[src/rtl/axi_rd_arbiter.sv]
// -----------------------------------------------------------------------------
// axi_rd_arbiter
// Two-requester AXI read arbiter. Requester 0 is instruction fetch and
// requester 1 is data access. They share one AXI read master. At most one
// read transaction is outstanding at any time.
//
// Build option:
//   ARB_RR_EN  defined   : round-robin on ties (grant the requester not
//                          granted last).
//              undefined : fixed priority (requester 1 wins ties).
//
// Ports:
//   clock, reset_n              clock, async active-low reset
//   sN_arvalid/arready          requester AR handshake (arready = 1-cycle pulse)
//   sN_araddr/arlen/arsize      requester AR payload
//   sN_rvalid/rready            requester R handshake
//   sN_rdata/rresp/rlast        requester R payload
//   m_ar*                       AXI AR channel (registered payload)
//   m_r*                        AXI R channel
//   err                         1-cycle pulse on RID or RLAST mismatch
// -----------------------------------------------------------------------------
module axi_rd_arbiter #(
  parameter logic [3:0] ID0   = 4'd0,
  parameter logic [3:0] ID1   = 4'd1,
  parameter logic [1:0] BURST = 2'b01
) (
  input  logic        clock,
  input  logic        reset_n,
  // requester 0
  input  logic        s0_arvalid,
  output logic        s0_arready,
  input  logic [31:0] s0_araddr,
  input  logic [7:0]  s0_arlen,
  input  logic [2:0]  s0_arsize,
  output logic        s0_rvalid,
  input  logic        s0_rready,
  output logic [63:0] s0_rdata,
  output logic [1:0]  s0_rresp,
  output logic        s0_rlast,
  // requester 1
  input  logic        s1_arvalid,
  output logic        s1_arready,
  input  logic [31:0] s1_araddr,
  input  logic [7:0]  s1_arlen,
  input  logic [2:0]  s1_arsize,
  output logic        s1_rvalid,
  input  logic        s1_rready,
  output logic [63:0] s1_rdata,
  output logic [1:0]  s1_rresp,
  output logic        s1_rlast,
  // AXI master AR
  output logic [3:0]  m_arid,
  output logic [31:0] m_araddr,
  output logic [7:0]  m_arlen,
  output logic [2:0]  m_arsize,
  output logic [1:0]  m_arburst,
  output logic        m_arvalid,
  input  logic        m_arready,
  // AXI master R
  input  logic [3:0]  m_rid,
  input  logic [63:0] m_rdata,
  input  logic [1:0]  m_rresp,
  input  logic        m_rlast,
  input  logic        m_rvalid,
  output logic        m_rready,
  output logic        err
);

  localparam int unsigned AW = 32;
  localparam int unsigned LW = 8;
  localparam int unsigned SW = 3;
  localparam int unsigned IW = 4;

  typedef enum logic [1:0] {
    IDLE = 2'd0,
    ADDR = 2'd1,
    DATA = 2'd2
  } state_t;

  state_t          state_q, state_d;
  logic            sel_q,   sel_d;     // granted requester (0/1)
  logic [AW-1:0]   addr_q,  addr_d;
  logic [LW-1:0]   len_q,   len_d;
  logic [SW-1:0]   size_q,  size_d;
  logic [IW-1:0]   id_q,    id_d;
  logic [LW-1:0]   cnt_q,   cnt_d;     // beat counter
  logic            err_q,   err_d;
  logic            live_q;             // low for the first cycle after reset

`ifdef ARB_RR_EN
  logic            prio_q,  prio_d;    // requester that wins the next tie
`endif

  logic gnt1;
  logic do_grant;
  logic in_data;
  logic r_hs;
  logic last_beat;
  logic id_bad;
  logic [1:0] rresp_fwd;

  // Grant selection: which requester wins when the FSM can accept one
`ifdef ARB_RR_EN
  assign gnt1 = s1_arvalid && (!s0_arvalid || prio_q);
`else
  assign gnt1 = s1_arvalid;
`endif

  assign do_grant  = (state_q == IDLE) && live_q && (s0_arvalid || s1_arvalid);
  assign in_data   = (state_q == DATA);
  assign r_hs      = in_data && m_rvalid && m_rready;
  assign last_beat = (cnt_q == len_q);
  assign id_bad    = (m_rid != id_q);
  assign rresp_fwd = id_bad ? 2'b10 : m_rresp;

  // Next-state and payload capture
  always_comb begin
    state_d = state_q;
    sel_d   = sel_q;
    addr_d  = addr_q;
    len_d   = len_q;
    size_d  = size_q;
    id_d    = id_q;
    cnt_d   = cnt_q;
    err_d   = 1'b0;
`ifdef ARB_RR_EN
    prio_d  = prio_q;
`endif
    case (state_q)
      IDLE: begin
        if (do_grant) begin
          sel_d   = gnt1;
          addr_d  = gnt1 ? s1_araddr : s0_araddr;
          len_d   = gnt1 ? s1_arlen  : s0_arlen;
          size_d  = gnt1 ? s1_arsize : s0_arsize;
          id_d    = gnt1 ? ID1       : ID0;
          state_d = ADDR;
`ifdef ARB_RR_EN
          prio_d  = !gnt1;
`endif
        end
      end
      ADDR: begin
        if (m_arready) begin
          state_d = DATA;
          cnt_d   = '0;
        end
      end
      DATA: begin
        if (r_hs) begin
          cnt_d = cnt_q + LW'(1);
          // Termination follows the counter; a disagreeing RLAST only flags err
          err_d = id_bad || (m_rlast != last_beat);
          if (last_beat) begin
            state_d = IDLE;
          end
        end
      end
      default: begin
        state_d = IDLE;
      end
    endcase
  end

  // State registers
  always_ff @(posedge clock or negedge reset_n) begin
    if (!reset_n) begin
      state_q <= IDLE;
      sel_q   <= 1'b0;
      addr_q  <= '0;
      len_q   <= '0;
      size_q  <= '0;
      id_q    <= '0;
      cnt_q   <= '0;
      err_q   <= 1'b0;
      live_q  <= 1'b0;
    end else begin
      state_q <= state_d;
      sel_q   <= sel_d;
      addr_q  <= addr_d;
      len_q   <= len_d;
      size_q  <= size_d;
      id_q    <= id_d;
      cnt_q   <= cnt_d;
      err_q   <= err_d;
      live_q  <= 1'b1;
    end
  end

`ifdef ARB_RR_EN
  // Round-robin pointer, requester 0 favoured out of reset
  always_ff @(posedge clock or negedge reset_n) begin
    if (!reset_n) begin
      prio_q <= 1'b0;
    end else begin
      prio_q <= prio_d;
    end
  end
`endif

  // Requester AR acceptance pulses in the granting IDLE cycle
  assign s0_arready = do_grant && !gnt1;
  assign s1_arready = do_grant && gnt1;

  // AR channel driven straight from the captured payload
  assign m_arvalid = (state_q == ADDR);
  assign m_arid    = id_q;
  assign m_araddr  = addr_q;
  assign m_arlen   = len_q;
  assign m_arsize  = size_q;
  assign m_arburst = BURST;

  // R channel routed to the granted requester only
  assign m_rready  = in_data && (sel_q ? s1_rready : s0_rready);
  assign s0_rvalid = in_data && !sel_q && m_rvalid;
  assign s1_rvalid = in_data &&  sel_q && m_rvalid;
  assign s0_rdata  = m_rdata;
  assign s1_rdata  = m_rdata;
  assign s0_rresp  = rresp_fwd;
  assign s1_rresp  = rresp_fwd;
  assign s0_rlast  = in_data && !sel_q && last_beat;
  assign s1_rlast  = in_data &&  sel_q && last_beat;

  assign err = err_q;

endmodule

[config.mk]
export PLATFORM = sky130hd
export DESIGN_NAME = axi_rd_arbiter
export DESIGN_NICKNAME = d
export VERILOG_FILES = /design/src/rtl/axi_rd_arbiter.sv
export SDC_FILE = /design/constraint.sdc
export NUM_CORES = 1
export LEC_CHECK = 0
export BUFFER_PORTS_ARGS = -buffer_cell sky130_fd_sc_hd__buf_4
export CORE_AREA = 2 2 138 140
export DETAILED_ROUTE_END_ITERATION = 10
export DIE_AREA = 0 0 140 142
export HOLD_SLACK_MARGIN = 0.06
export MAX_ROUTING_LAYER = met4
export RECOVER_POWER = 50
export SLEW_MARGIN = 20
export SYNTH_ARGS = -nofsm -noshare
export SYNTH_HDL_FRONTEND = slang
export SYNTH_SLANG_ARGS = --single-unit
[constraint.sdc]
create_clock -name clock -period 1.3 [get_ports clock]
set_clock_uncertainty 0.1 [all_clocks]
set_input_delay 0.065 -clock clock [delete_from_list [all_inputs] [get_ports clock]]
set_output_delay 0.065 -clock clock [all_outputs]
set_load 0.05 [all_outputs]
==> out/metrics.cfg, run 1 <==
[timing]
slew_headroom_pct=21.1
fin_crit_ns=1.84
setup_ws_ns=-0.538
rsz0062_at_grt=yes
worst_pin_slew_ns=1.19
drv_slew=0
finalHoldViolations=0
fin_crit_sh_pct=141
fmax_ghz=0.544
finalSetupViolations=66

[yosys]
synthDominantCellAreaShare_pct=36.8
netlist_top_cells_area=dfrtp_1, buf_4, mux2i_1
ys.flop_type=dfrtp_1
ys_ff_latch=56
avgSynthCellArea_um2=9.18
synth_area_leader_cell=dfrtp_1
synth_warnings=0
synthTopCellsByCount=buf_4, dfrtp_1, nor2_1, mux2i_1, a21oi_1
synth_most_common_cell=buf_4
syn_inst=415
synth-async-reset-ratio_pct=100
synth_cell_types=36
synth_area_um2=3810
yosysSeqAreaShare_pct=36.8
synth-edff-count=0

[status]
status=complete, but fails checks
violations=DRC, setup timing

[grt]
grt_pass1_vias=3846
grt_max_degree=57
grt_antenna_before_repair=0
grtUsageTotal_pct=13.9
grt_pass1_wl_um=20500
grt_overflow=0

[detailed_routing]
drc_errors=24
ant_nets=0
drtPass1Iterations=9
first_iter_violations=125
wire_per_inst_um=16.0
wl_um=14300
vias=3684
vias_per_cell=4.13

[layout]
syn2layout_area_growth_pct=89.1
final_net_count=823
fin_util_pct=39.0
drive_gt1_share_pct=54.0
diodes=0

[die]
start_util_pct=20.6
core-area_um2=18500
placementRows=50
die_h_um=142
dieArea_um2=19900
ios=355
die_x_um=140

[run]
drv_cap=0

[clock_tree]
cts.path.max_buffers=2
cts_root_buf=clkbuf_16
clock_latency_ns=0.31
cts.sinks=56
cts_buffers=5
clkTransAtPathRegs_ns=0.08
cts_tree=yes
h-tree-depth=2

[setup_path]
critPathBufInv=1
required_ns=1.13
worstReg2RegStart=state_q[1]$_DFFE_PN0P_
reg2reg_depth=6
crit_arrival_ns=1.67
worst_setup_path_end_kind=output port
path_cells=xnor2_2 > nand4_1 > or2_4 > nor3_4 > buf_6
regToRegSetupSlack_ns=-0.34
max_stage_delay_ns=0.41
critical_path.top_delay_family=simple AND/OR/NAND/NOR gates
crit_type=register to output port
worstPathMaxFanout=2
worstReg2RegEnd=m_arsize[2]$_DFFE_PN0P_
worst_path_max_delay_cell=dfrtp_1
start_kind=register

[pwr]
p_leak_nw=3.51
power.total_mw=13.9
power_density_nw_per_um2=1930
ir_drop_mv=0.884

[worst_hold_path]
hold_start=s0_arlen[5]
worstHoldPathCells=3
min_to=m_arlen[5]$_DFFE_PN0P_
min_path_type=input port to register

[placed_design]
port_buffers=157
gp_congestion=0.702
place_hpwl_um=7720

==> cells in the final DEF (no fill, tap or decap), drive strengths merged, types with 3 or more instances in the layout <==
cell          synthesis  layout
nand3                 3       3
o21ai                11      11
conb                  2       6
clkbuf                1      38
nor2b                 3       3
and2                  3       3
nor3                  4       4
a21oi                43      43
nand2                 4       4
inv                   2       3
xnor2                 8       8
nand3b                3       3
dfrtp                56      56
a31oi                 3       3
dlymetal6s4s          0      36
mux2i                44      44
buf                 154     233
o31ai                 3       3
nor2                 50      50
dlygate4sd3           0      84
==> flip-flops by register name, indices dropped and copies added, names as in the netlist <==
signal	flops
sel_q	1
state_q	2
m_arlen	8
m_arsize	3
m_araddr	32
err	1
cnt_q	8
live_q	1
==> worst min-delay path, cell delays in order <==
cell and delay, ns:
buf_4 0.08, mux2i_1 0.10, a21oi_2 0.16
==> kinds of logic after synthesis <==
| kind of cell | share of synthesized area [%] |
|---|---|
| fa+ha+maj | 0.328 |
| xor+xnor | 2.07 |
| simple gates | 9.99 |
| mux | 11.6 |
| other cells | 0.197 |
| flops | 36.8 |
| buf+inv | 29.9 |
| compound gates | 9.20 |
==> what timing repair did <==
action                                  CTS  global route
pin swaps                                20             9
resized for setup                       117           118
hold endpoints to repair                227             1
hold buffers                            147             1
setup buffers                            24            13
endpoints found under the setup margin   66           195
gates cloned                              6             2
==> how the worst max path moves through the flow <==
| stage | from | endpoint | slack, ns | depth (start not counted) |
|---|---|---|---|---|
| 2_1_floorplan | m_arlen[0]$_DFFE_PN0P_ | s0_rlast | -0.46 | 4 |
| 3_3_place_gp | cnt_q[1]$_DFFE_PN0P_ | s0_rlast | -0.33 | 5 |
| 3_5_place_dp | m_arlen[1]$_DFFE_PN0P_ | s0_rlast | -0.32 | 5 |
| 4_1_cts | m_arlen[7]$_DFFE_PN0P_ | s1_rlast | -0.56 | 5 |
| 5_1_grt | cnt_q[0]$_DFFE_PN0P_ | s1_rlast | -0.65 | 5 |
| 6_report | cnt_q[0]$_DFFE_PN0P_ | s0_rlast | -0.54 | 5 |
==> per-layer routing <==
layer / vias up / track usage, % / part of all wire, %
met1: 1734 / 15.0 / 38
li1: 1723 / - / -
met3: 27 / 3.13 / 6.7
met4: 0 / 4.57 / 2.2
met2: 200 / 25.4 / 53
met5: - / - / 0
==> power by group <==
group          leakage, nW  internal [mW]  switching [mW]
logic                 2.80           3.65            5.68
clock network       0.0772          0.745           0.750
registers            0.636           2.50           0.594
total                 3.51           6.89            7.03
==> through the flow <==
step | hold slack (ns) | setup slack (ns) | setup TNS (ns) | cell area [um2] | std cells
6_report | 0.0332 | -0.538 | -17.52 | 7200 | 892
5_1_grt | 0.0630 | -0.650 | -24.60 | 7200 | 892
4_1_cts | 0.0666 | -0.559 | -34.26 | 7080 | 886
3_5_place_dp | -0.00597 | -0.321 | -9.17 | 4700 | 702
3_3_place_gp | -0.0129 | -0.331 | -9.09 | 4700 | 702
2_1_floorplan | -0.331 | -0.457 | -3.26 | 3980 | 419
==> layout make-up <==
type | instances | area [um2]
multi-input cells | 206 | 1780
flip-flops and latches | 56 | 1410
clock inverters | 3 | 33.8
fillers | 1753 | 11300
repair buffers | 386 | 3550
well taps | 234 | 293
inverters | 2 | 7.51
clock buffers | 5 | 125
Power figures use the tool's default switching activity.
==> inputs of run 2 (changes only) <==
--- a/config.mk
+++ b/config.mk
@@ -6,11 +6,14 @@
 export NUM_CORES = 1
 export LEC_CHECK = 0
 export BUFFER_PORTS_ARGS = -buffer_cell sky130_fd_sc_hd__buf_4
-export CORE_AREA = 2 2 138 140
+export CELL_PAD_IN_SITES_DETAIL_PLACEMENT = 1
+export CELL_PAD_IN_SITES_GLOBAL_PLACEMENT = 2
+export CORE_ASPECT_RATIO = 0.7
+export CORE_UTILIZATION = 17
 export DETAILED_ROUTE_END_ITERATION = 10
-export DIE_AREA = 0 0 140 142
 export HOLD_SLACK_MARGIN = 0.06
 export MAX_ROUTING_LAYER = met4
+export PLACE_DENSITY_LB_ADDON = 0.1
 export RECOVER_POWER = 50
 export SLEW_MARGIN = 20
 export SYNTH_ARGS = -nofsm -noshare
==> out/metrics.cfg, run 2 (synthesis results as in run 1) <==
[status]
status=complete, but fails checks
violations=setup timing

[timing]
hold_slack_ns=0.240
worst_pin_slew_ns=1.18
finalSetupViolations=68
fin_crit_ns=1.90
finalHoldViolations=0
drv_slew=0
setup_ws_ns=-0.600
slew_headroom_pct=21.4
fin_crit_sh_pct=146
rsz0062_at_grt=yes
fmax_ghz=0.526

[pwr]
p_leak_nw=3.47
ir_drop_mv=0.537
power_density_nw_per_um2=1950
p_int_mw=7.06
pwr-share-clk_pct=10.4
swShare_pct=50.6
power_frac_seq_pct=22.0
pwr-share-comb_pct=67.6
p_switching_mw=7.22

[clock_tree]
clock_latency_ns=0.30
cts_buffers=5
cts_root_buf=clkbuf_16
cts.path.max_buffers=2
clkTransAtPathRegs_ns=0.08
cts_tree=yes
h-tree-depth=2
cts.sinks=56

[detailed_routing]
wl_um=15300
vias_per_cell=3.88
vias=3607
first_iter_violations=70
drc_errors=0
highest_layer=met4
drtPass1Iterations=4
wl_met3_um=981
ant_nets=0
met2_wirelength_um=6930
wire_per_inst_um=16.5
drt-met1-wl_um=7290

[layout]
final_net_count=812
ff_latch_area_um2=1410
most-common-layout-cells=buf_4, dlygate4sd3_1, dfrtp_1, mux2i_1, a21oi_2
syn2layout_area_growth_pct=91.8
drive_gt1_share_pct=51.6
post-route-cell-area_um2=7300
largest_reg_flops=32
final_common_cell=buf_4
multiInputGateArea_um2=1840
fillers=2411
diodes=0

[worst_hold_path]
min_path_type=input port to register

[die]
core-area_um2=21800
placementRows=45
dieArea_um2=23000
die_x_um=181
ios=355
die_h_um=127
start_util_pct=17.4

[grt]
grtUsageTotal_pct=13.1
grt_overflow=0
grt_pass1_wl_um=22000
grt_antenna_before_repair=0
grt_pass1_vias=3835
grt_max_degree=46

[setup_path]
worst_path_max_delay_cell=dfrtp_2
crit_path_frequent_cell=buf_6
path_cells=buf_6 > xor2_4 > nor4_4 > buf_4 > nand2b_4 > buf_6
required_ns=1.13
worstPathMaxFanout=4
max_stage_delay_ns=0.42
crit_arrival_ns=1.73
start_kind=register
worst_setup_path_end_kind=output port
crit_type=register to output port

[placed_design]
gp_congestion=0.675
placedInstanceArea_um2=4710
place_hpwl_um=8970
port_buffers=157

[run]
drv_cap=0

run 2: cell types whose count changed in the layout (fill, tap and decap cells not counted), moves of 4 or more:
cell           delta
buf_6             -4
nor2_2            -7
nor2_1            -4
buf_12            +4
a21oi_4           +4
buf_4            -13
buf_8             -4
a21oi_2           -6
nor2_4           +11
dlygate4sd3_1     +5
run 2: path summary, 6_finish.rpt:
| path | startpoint | end | slack, ns | depth (start not counted) |
|---|---|---|---|---|
| setup / recovery | sel_q$_DFFE_PN0P_ | s1_rresp[1] | -0.60 | 6 |
| hold / removal | s1_rready | cnt_q[3]$_DFFE_PN0P_ | 0.24 | 5 |
| min in group asynchronous | reset_n | sel_q$_DFFE_PN0P_ | 0.32 | 2 |
| setup reg to reg | state_q[1]$_DFFE_PN0P_ | m_araddr[31]$_DFFE_PN0P_ | -0.46 | 8 |
| hold reg to reg | m_araddr[11]$_DFFE_PN0P_ | m_araddr[11]$_DFFE_PN0P_ | 0.43 | 2 |
| max in group asynchronous | reset_n | m_arsize[0]$_DFFE_PN0P_ | 0.14 | 3 |
run 2: metal layers:
layer | track usage (%) | vias up
met5 | - | -
met4 | 2.41 | 0
met3 | 3.91 | 11
met2 | 19.0 | 149
met1 | 17.9 | 1749
li1 | - | 1698
run 2: area by class of cell:
class | instances | share of cell area, %
timing repair buffer | 375 | 48.4
tap | 282 | 4.83
multi-input combinational | 206 | 25.3
inverter | 2 | 0.103
sequential | 56 | 19.3
clock inverter | 2 | 0.188
clock buffer | 6 | 1.90
run 2: timing repair:
| action | CTS | global route |
|---|---|---|
| resized for setup | 104 | 134 |
| endpoints found under the hold margin | 230 | 0 |
| hold buffers | 153 | 0 |
| setup buffers | 14 | 9 |
| gates cloned | 8 | 2 |
| endpoints found under the setup margin | 66 | 195 |
| pin swaps | 11 | 6 |
run 2: worst max-delay path: cells and delay by family (launching register included):
family | cells | cell delay, ns
XOR/XNOR | 1 | 0.15
flip-flops | 1 | 0.42
buffers and inverters | 3 | 0.47
AND/OR/NAND/NOR | 2 | 0.38
run 2: power groups by stage:
stage | logic [mW] | registers, mW | clock network, mW
2_1_floorplan | 2.89 | 5.29 | 0
3_3_place_gp | 6.61 | 2.96 | 0
3_5_place_dp | 6.61 | 2.97 | 0
4_1_cts | 9.19 | 3.04 | 1.59
5_1_grt | 10.2 | 3.23 | 1.63
6_report | 9.65 | 3.14 | 1.49
run 2: per-stage QoR:
stage | worst slack (ns) | utilization (%) | TNS (ns) | cells | power (mW)
detailed placement | -0.397 | 21.5 | -14.27 | 743 | 9.58
finish | -0.600 | 33.4 | -24.61 | 929 | 14.3
floorplan | -0.457 | - | -3.26 | 419 | 8.18
CTS | -0.594 | 32.5 | -38.61 | 925 | 13.8
global route | -0.669 | 33.4 | -30.39 | 929 | 15.1
global placement | -0.395 | 21.5 | -13.27 | 743 | 9.56
